==> config.mk <==
export PLATFORM = sky130hd
export DESIGN_NAME = led_mode_controller
export DESIGN_NICKNAME = d
export VERILOG_FILES = /design/src/rtl/led_mode_controller.sv
export SDC_FILE = /design/constraint.sdc
export NUM_CORES = 1
export LEC_CHECK = 0
export CORE_UTILIZATION = 30
export DETAILED_ROUTE_END_ITERATION = 8
export GPL_ROUTABILITY_DRIVEN = 0
export PLACE_DENSITY = 0.54
export SYNTH_ARGS = -nofsm -noshare
export SYNTH_HDL_FRONTEND = slang
export SYNTH_SLANG_ARGS = --single-unit
==> constraint.sdc <==
create_clock -name clk -period 6 [get_ports clk]
set_input_delay 0.9 -clock clk [delete_from_list [all_inputs] [get_ports clk]]
set_output_delay 0.9 -clock clk [all_outputs]
set_load 0.02 [all_outputs]
==> src/rtl/led_mode_controller.sv <==
// LED pattern sequencer: debounced buttons select the mode, speed and pause state;
// a programmable down-counter paces the pattern steps.
module led_mode_controller #(
  parameter int unsigned CLK_HZ          = 125000000,
  parameter int unsigned DEBOUNCE_CYCLES = 1250000
) (
  input  logic       clk,
  input  logic       reset,
  input  logic [3:0] btn,
  output logic [3:0] led,
  output logic [1:0] mode,
  output logic [1:0] speed,
  output logic       paused,
  output logic       tick
);

  localparam int unsigned NBTN  = 4;
  localparam int unsigned CNT_W = $clog2(CLK_HZ);
  localparam int unsigned DB_W  = $clog2(DEBOUNCE_CYCLES);

  localparam int unsigned BTN_NEXT  = 0;
  localparam int unsigned BTN_UP    = 1;
  localparam int unsigned BTN_DOWN  = 2;
  localparam int unsigned BTN_PAUSE = 3;

  typedef enum logic [1:0] {
    MODE_BINARY = 2'd0,
    MODE_SCAN   = 2'd1,
    MODE_BLINK  = 2'd2,
    MODE_GRAY   = 2'd3
  } mode_e;

  // Tick reload value for a given speed index.
  function automatic logic [CNT_W-1:0] period_m1(input logic [1:0] s);
    return CNT_W'((CLK_HZ >> s) - 32'd1);
  endfunction

  logic [NBTN-1:0] press;

  // Per-button synchroniser and debouncer; press pulses on an accepted rising level.
  for (genvar g = 0; g < NBTN; g++) begin : g_btn
    logic            s1;
    logic            s2;
    logic            lvl;
    logic            evt;
    logic [DB_W-1:0] cnt;

    always_ff @(posedge clk) begin
      if (reset) begin
        s1  <= 1'b0;
        s2  <= 1'b0;
        lvl <= 1'b0;
        evt <= 1'b0;
        cnt <= '0;
      end else begin
        s1  <= btn[g];
        s2  <= s1;
        evt <= 1'b0;
        if (s2 == lvl) begin
          cnt <= '0;
        end else if (cnt == DB_W'(DEBOUNCE_CYCLES - 1)) begin
          lvl <= s2;
          evt <= s2;
          cnt <= '0;
        end else begin
          cnt <= cnt + DB_W'(1);
        end
      end
    end

    assign press[g] = evt;
  end

  mode_e            mode_q;
  logic [CNT_W-1:0] cnt_q;
  logic             dir_up_q;
  logic [3:0]       gray_b_q;

  logic [1:0]       speed_n_c;
  logic             speed_chg_c;
  logic             expire_c;
  logic [CNT_W-1:0] reload_c;
  mode_e            mode_n_c;
  logic [3:0]       led_init_c;
  logic [3:0]       led_adv_c;
  logic             dir_adv_c;
  logic [3:0]       gray_adv_c;

  assign mode = mode_q;

  // Saturating speed update; simultaneous up and down cancel.
  always_comb begin
    speed_n_c = speed;
    if (press[BTN_UP] && !press[BTN_DOWN] && speed != 2'd3) begin
      speed_n_c = speed + 2'd1;
    end else if (press[BTN_DOWN] && !press[BTN_UP] && speed != 2'd0) begin
      speed_n_c = speed - 2'd1;
    end
  end

  assign speed_chg_c = (speed_n_c != speed);
  assign expire_c    = (cnt_q == '0) && !paused;
  assign reload_c    = period_m1(speed_n_c);
  assign mode_n_c    = mode_e'(mode_q + 2'd1);
  assign led_init_c  = (mode_n_c == MODE_SCAN) ? 4'b0001 : 4'b0000;

  // Next pattern value for the current mode.
  always_comb begin
    led_adv_c  = led;
    dir_adv_c  = dir_up_q;
    gray_adv_c = gray_b_q;
    case (mode_q)
      MODE_BINARY: led_adv_c = led + 4'd1;
      MODE_SCAN: begin
        if (dir_up_q) begin
          if (led[3]) begin
            led_adv_c = 4'b0100;
            dir_adv_c = 1'b0;
          end else begin
            led_adv_c = {led[2:0], 1'b0};
          end
        end else begin
          if (led[0]) begin
            led_adv_c = 4'b0010;
            dir_adv_c = 1'b1;
          end else begin
            led_adv_c = {1'b0, led[3:1]};
          end
        end
      end
      MODE_BLINK: led_adv_c = ~led;
      MODE_GRAY: begin
        gray_adv_c = gray_b_q + 4'd1;
        led_adv_c  = gray_adv_c ^ (gray_adv_c >> 1);
      end
    endcase
  end

  // Mode/pattern state, tick scheduler and pause control.
  always_ff @(posedge clk) begin
    if (reset) begin
      mode_q   <= MODE_BINARY;
      led      <= 4'b0000;
      speed    <= 2'd0;
      paused   <= 1'b0;
      tick     <= 1'b0;
      dir_up_q <= 1'b1;
      gray_b_q <= 4'd0;
      cnt_q    <= period_m1(2'd0);
    end else begin
      tick  <= 1'b0;
      speed <= speed_n_c;
      if (press[BTN_PAUSE]) begin
        paused <= ~paused;
      end
      // A mode change drops any coincident tick and restarts the period.
      if (press[BTN_NEXT]) begin
        mode_q   <= mode_n_c;
        led      <= led_init_c;
        dir_up_q <= 1'b1;
        gray_b_q <= 4'd0;
        cnt_q    <= reload_c;
      end else if (expire_c) begin
        tick     <= 1'b1;
        led      <= led_adv_c;
        dir_up_q <= dir_adv_c;
        gray_b_q <= gray_adv_c;
        cnt_q    <= reload_c;
      end else if (speed_chg_c) begin
        cnt_q    <= reload_c;
      end else if (!paused) begin
        cnt_q    <= cnt_q - CNT_W'(1);
      end
    end
  end

endmodule
==> qor.csv <==
metric;value;unit
DR DRC count;0;
WP data required;6360;ps
H-tree Lvls;4;
period utilization;48.1;%
largest cells by area after synthesis;dfxtp_1 (42%), nor2_1 (7.7%), xnor2_1 (6.6%);
grt ovf;0;
pwr/cell area;268;mW/mm2
Max stage delay on crit path;490;ps
Post-Syn Area;0.00679;mm2
Post-CTS Setup Repair Bufs;0;
Slew @ Worst Pin;1060;ps
cells after synthesis;801;
worst min path class;reg -> reg;
die height;152;um
Worst Path Arrival;3240;ps
worst setup path category;reg -> reg;
Filler Cells Inserted;2278;
area share of the largest cell type after synthesis;41.9;%
Hold Buf Count CTS;0;
relative slew slack;28.7;%
Syn-to-layout area delta;15.4;%
Skew-Pair Late Insertion Delay;420;ps
Routed WL;14.1;mm
Post-Syn Area per Cell;8.48;um2
Slew Viols, Final;0;
most common flop cell mapped by yosys;dfxtp_1;
Port-buffer cells;15;
Num CTS Buffers;17;
Sum Neg Setup Slack;0;ps
die footprint;0.0232;mm2
Slowest cell on crit path;xnor2_1;
# Max-Cap Violations;0;
yosys warns;0;
post-synth top area cell;dfxtp_1;
Die W;152;um
io pins;16;
CTS tree;yes;
effective utilization at floorplan;30.8;%
crit-path leading delay family;adder cells;
FF+latch count, synth;142;
top fanout value on the critical path;6;
Final Hold Viols;0;
# setup viols final;0;
fraction of registers with async set/reset;0;%
initial antenna violation count;0;
final core occ;35.6;%
Clock Skew;8.49;ps
Num Clock Sinks;142;
RR Startpoint;speed[1]$_SDFF_PP0_;
Placeable Area;0.0220;mm2
Sequential Power Share;45.3;%
Reg2Reg Setup Slack;3110;ps
Synth cell types;55;
Antenna Cells;0;
Combinational Power Share;1.3;%
Post-CTS Resized;0;
CTS clock-pin slew for the worst setup and hold paths;60;ps
syn_nets;830;
Site Rows;54;
Nets;842;
RR Endpoint;cnt_q[4]$_SDFFE_PP1P_;
via count;5357;
drt pass-1 iters;6;
total net switching power;0.438;mW
clock share of power;53.4;%
WHS;433;ps
Switching Share;20.8;%
FF-to-FF path depth;12;
Pwr Total;2.10;mW
HP Start;g_btn[1].s1$_SDFF_PP0_;
Clock Path Buffers;2;
Total GRT Usage;13.0;%
Seq/Total Area, Yosys;41.9;%
element type at the critical path end;flop;
Post-DRT Antenna Nets;0;
largest net degree at the start of global routing;28;
Buf/Inv on CP;3;
CP cell instances;inv_1 > ha_1 > nor3b_1 > nor2_1 > xnor2_1 > inv_1 > ha_1 > inv_1 > ha_1 > nor2_1 > o22ai_1 > nand2_1;
hold path depth;1;
status;completed;
Post-synth EDFFs;0;
first-pass GRT wire length;24.6;mm
Root Driver;clkbuf_16;
fin crit period;2890;ps
Worst Hold End;g_btn[1].s2$_SDFF_PP0_;
post-DP HPWL;9.76;mm
share of layout cells above drive strength 1;5.21;%
routed len/inst;12.8;um
Via density;4.85;
Peak Freq;0.346;GHz
placed cells;1074;
RSZ-0062 raised after global routing;false;
Lkg Pwr;2.55;nW
Max IR drop VDD;0.172;mV
Pint;1.66;mW
Critical Path Start Type;flop;
DRT iter0 DRCs;255;
Final Non-Filler Cells;1105;
vias in the first global route;5131;
registers in the layout, summed over array words and instances, names as in the netlist:
name and count:
speed 2, cnt_q 27, led 4, mode 2, g_btn.evt 4, dir_up_q 1, g_btn.s1 4, g_btn.lvl 4
paused 1, g_btn.s2 4, g_btn.cnt 84, tick 1, gray_b_q 4
Yosys cell counts, types with 6 or more instances:
library cell / instances
nand3_1: 41
nor3_1: 24
inv_1: 26
a21oi_1: 20
and4_1: 7
mux2i_1: 6
nand2_1: 65
a31oi_1: 13
or3_1: 16
and3_1: 17
dfxtp_1: 142
clkbuf_1: 19
nand4_1: 21
xor2_1: 46
nor2_1: 139
ha_1: 23
nor4_1: 12
nand2b_1: 6
nor4b_1: 7
xnor2_1: 51
o21ai_0: 27
nor2b_1: 10
worst max-delay path by stage:
| stage | start | endpoint | slack (ps) | cells past startpoint |
|---|---|---|---|---|
| after CTS | speed[1]$_SDFF_PP0_ | cnt_q[4]$_SDFFE_PP1P_ | 3120 | 12 |
| after detailed placement | speed[1]$_SDFF_PP0_ | cnt_q[4]$_SDFFE_PP1P_ | 3110 | 12 |
| after floorplan | speed[1]$_SDFF_PP0_ | cnt_q[4]$_SDFFE_PP1P_ | 3440 | 12 |
| after global routing | speed[1]$_SDFF_PP0_ | cnt_q[4]$_SDFFE_PP1P_ | 2860 | 12 |
| after global placement | speed[1]$_SDFF_PP0_ | cnt_q[4]$_SDFFE_PP1P_ | 3120 | 12 |
| final | speed[1]$_SDFF_PP0_ | cnt_q[4]$_SDFFE_PP1P_ | 3110 | 12 |
stage by stage:
stage                     area (um2)  setup WS [ps]
after floorplan                 6790           3440
after global placement          7200           3120
after detailed placement        7200           3110
after CTS                       7840           3120
after global routing            7840           2860
final                           7840           3110
layout make-up:
type	instances	area [um2]	share of cell area, %
repair buffers	18	168	2.14
well taps	280	350	4.47
multi-input cells	608	3750	47.8
clock buffers	18	439	5.61
flip-flops and latches	142	2840	36.3
inverters	26	97.6	1.25
clock inverters	13	191	2.44
layer usage:
metal  global-route usage, %  share of wire, %  routed length, um
met2                    20.3                44               6150
met1                    16.7                51               7190
met4                    5.82               1.8                259
met5                       0                 0                  0
met3                    3.47               3.8                538
power by group through the flow:
| stage | combinational [mW] | clock (mW) | sequential (mW) |
|---|---|---|---|
| finish | 0.0270 | 1.12 | 0.952 |
| global route | 0.0310 | 1.20 | 0.952 |
| CTS | 0.0277 | 1.15 | 0.952 |
| detailed placement | 0.0275 | 0 | 0.973 |
| global placement | 0.0278 | 0 | 0.973 |
| floorplan | 0.0186 | 0 | 0.972 |
cell usage in the layout (no fill, tap or decap), types with 6 or more instances in the layout:
cell,instances
clkdlybuf4s50_1,14
nor3_1,24
or3_1,16
mux2i_1,6
nand2_1,65
nand3_1,41
ha_1,23
inv_1,26
o21ai_0,27
nor2_1,139
xnor2_1,51
nor4_1,12
and3_1,17
a21oi_1,20
and4_1,7
nand2b_1,6
nand4_1,21
xor2_1,46
nor2b_1,10
clkbuf_16,17
nor4b_1,7
dfxtp_1,142
a31oi_1,13
cells by family (layout without fill, tap and decap cells):
| family | count (synthesis) | in the layout | synth area share, % |
|---|---|---|---|
| AND/OR/NAND/NOR | 389 | 389 | 28.9 |
| flip-flops | 142 | 142 | 41.9 |
| XOR/XNOR | 97 | 97 | 12.5 |
| AO/OA/AOI/OAI | 93 | 93 | 8.53 |
| buffers and inverters | 51 | 75 | 3.04 |
| adder cells (fa/ha/maj) | 23 | 23 | 4.24 |
| multiplexers | 6 | 6 | 0.885 |
No activity file was read; power rests on OpenSTA's default activity.
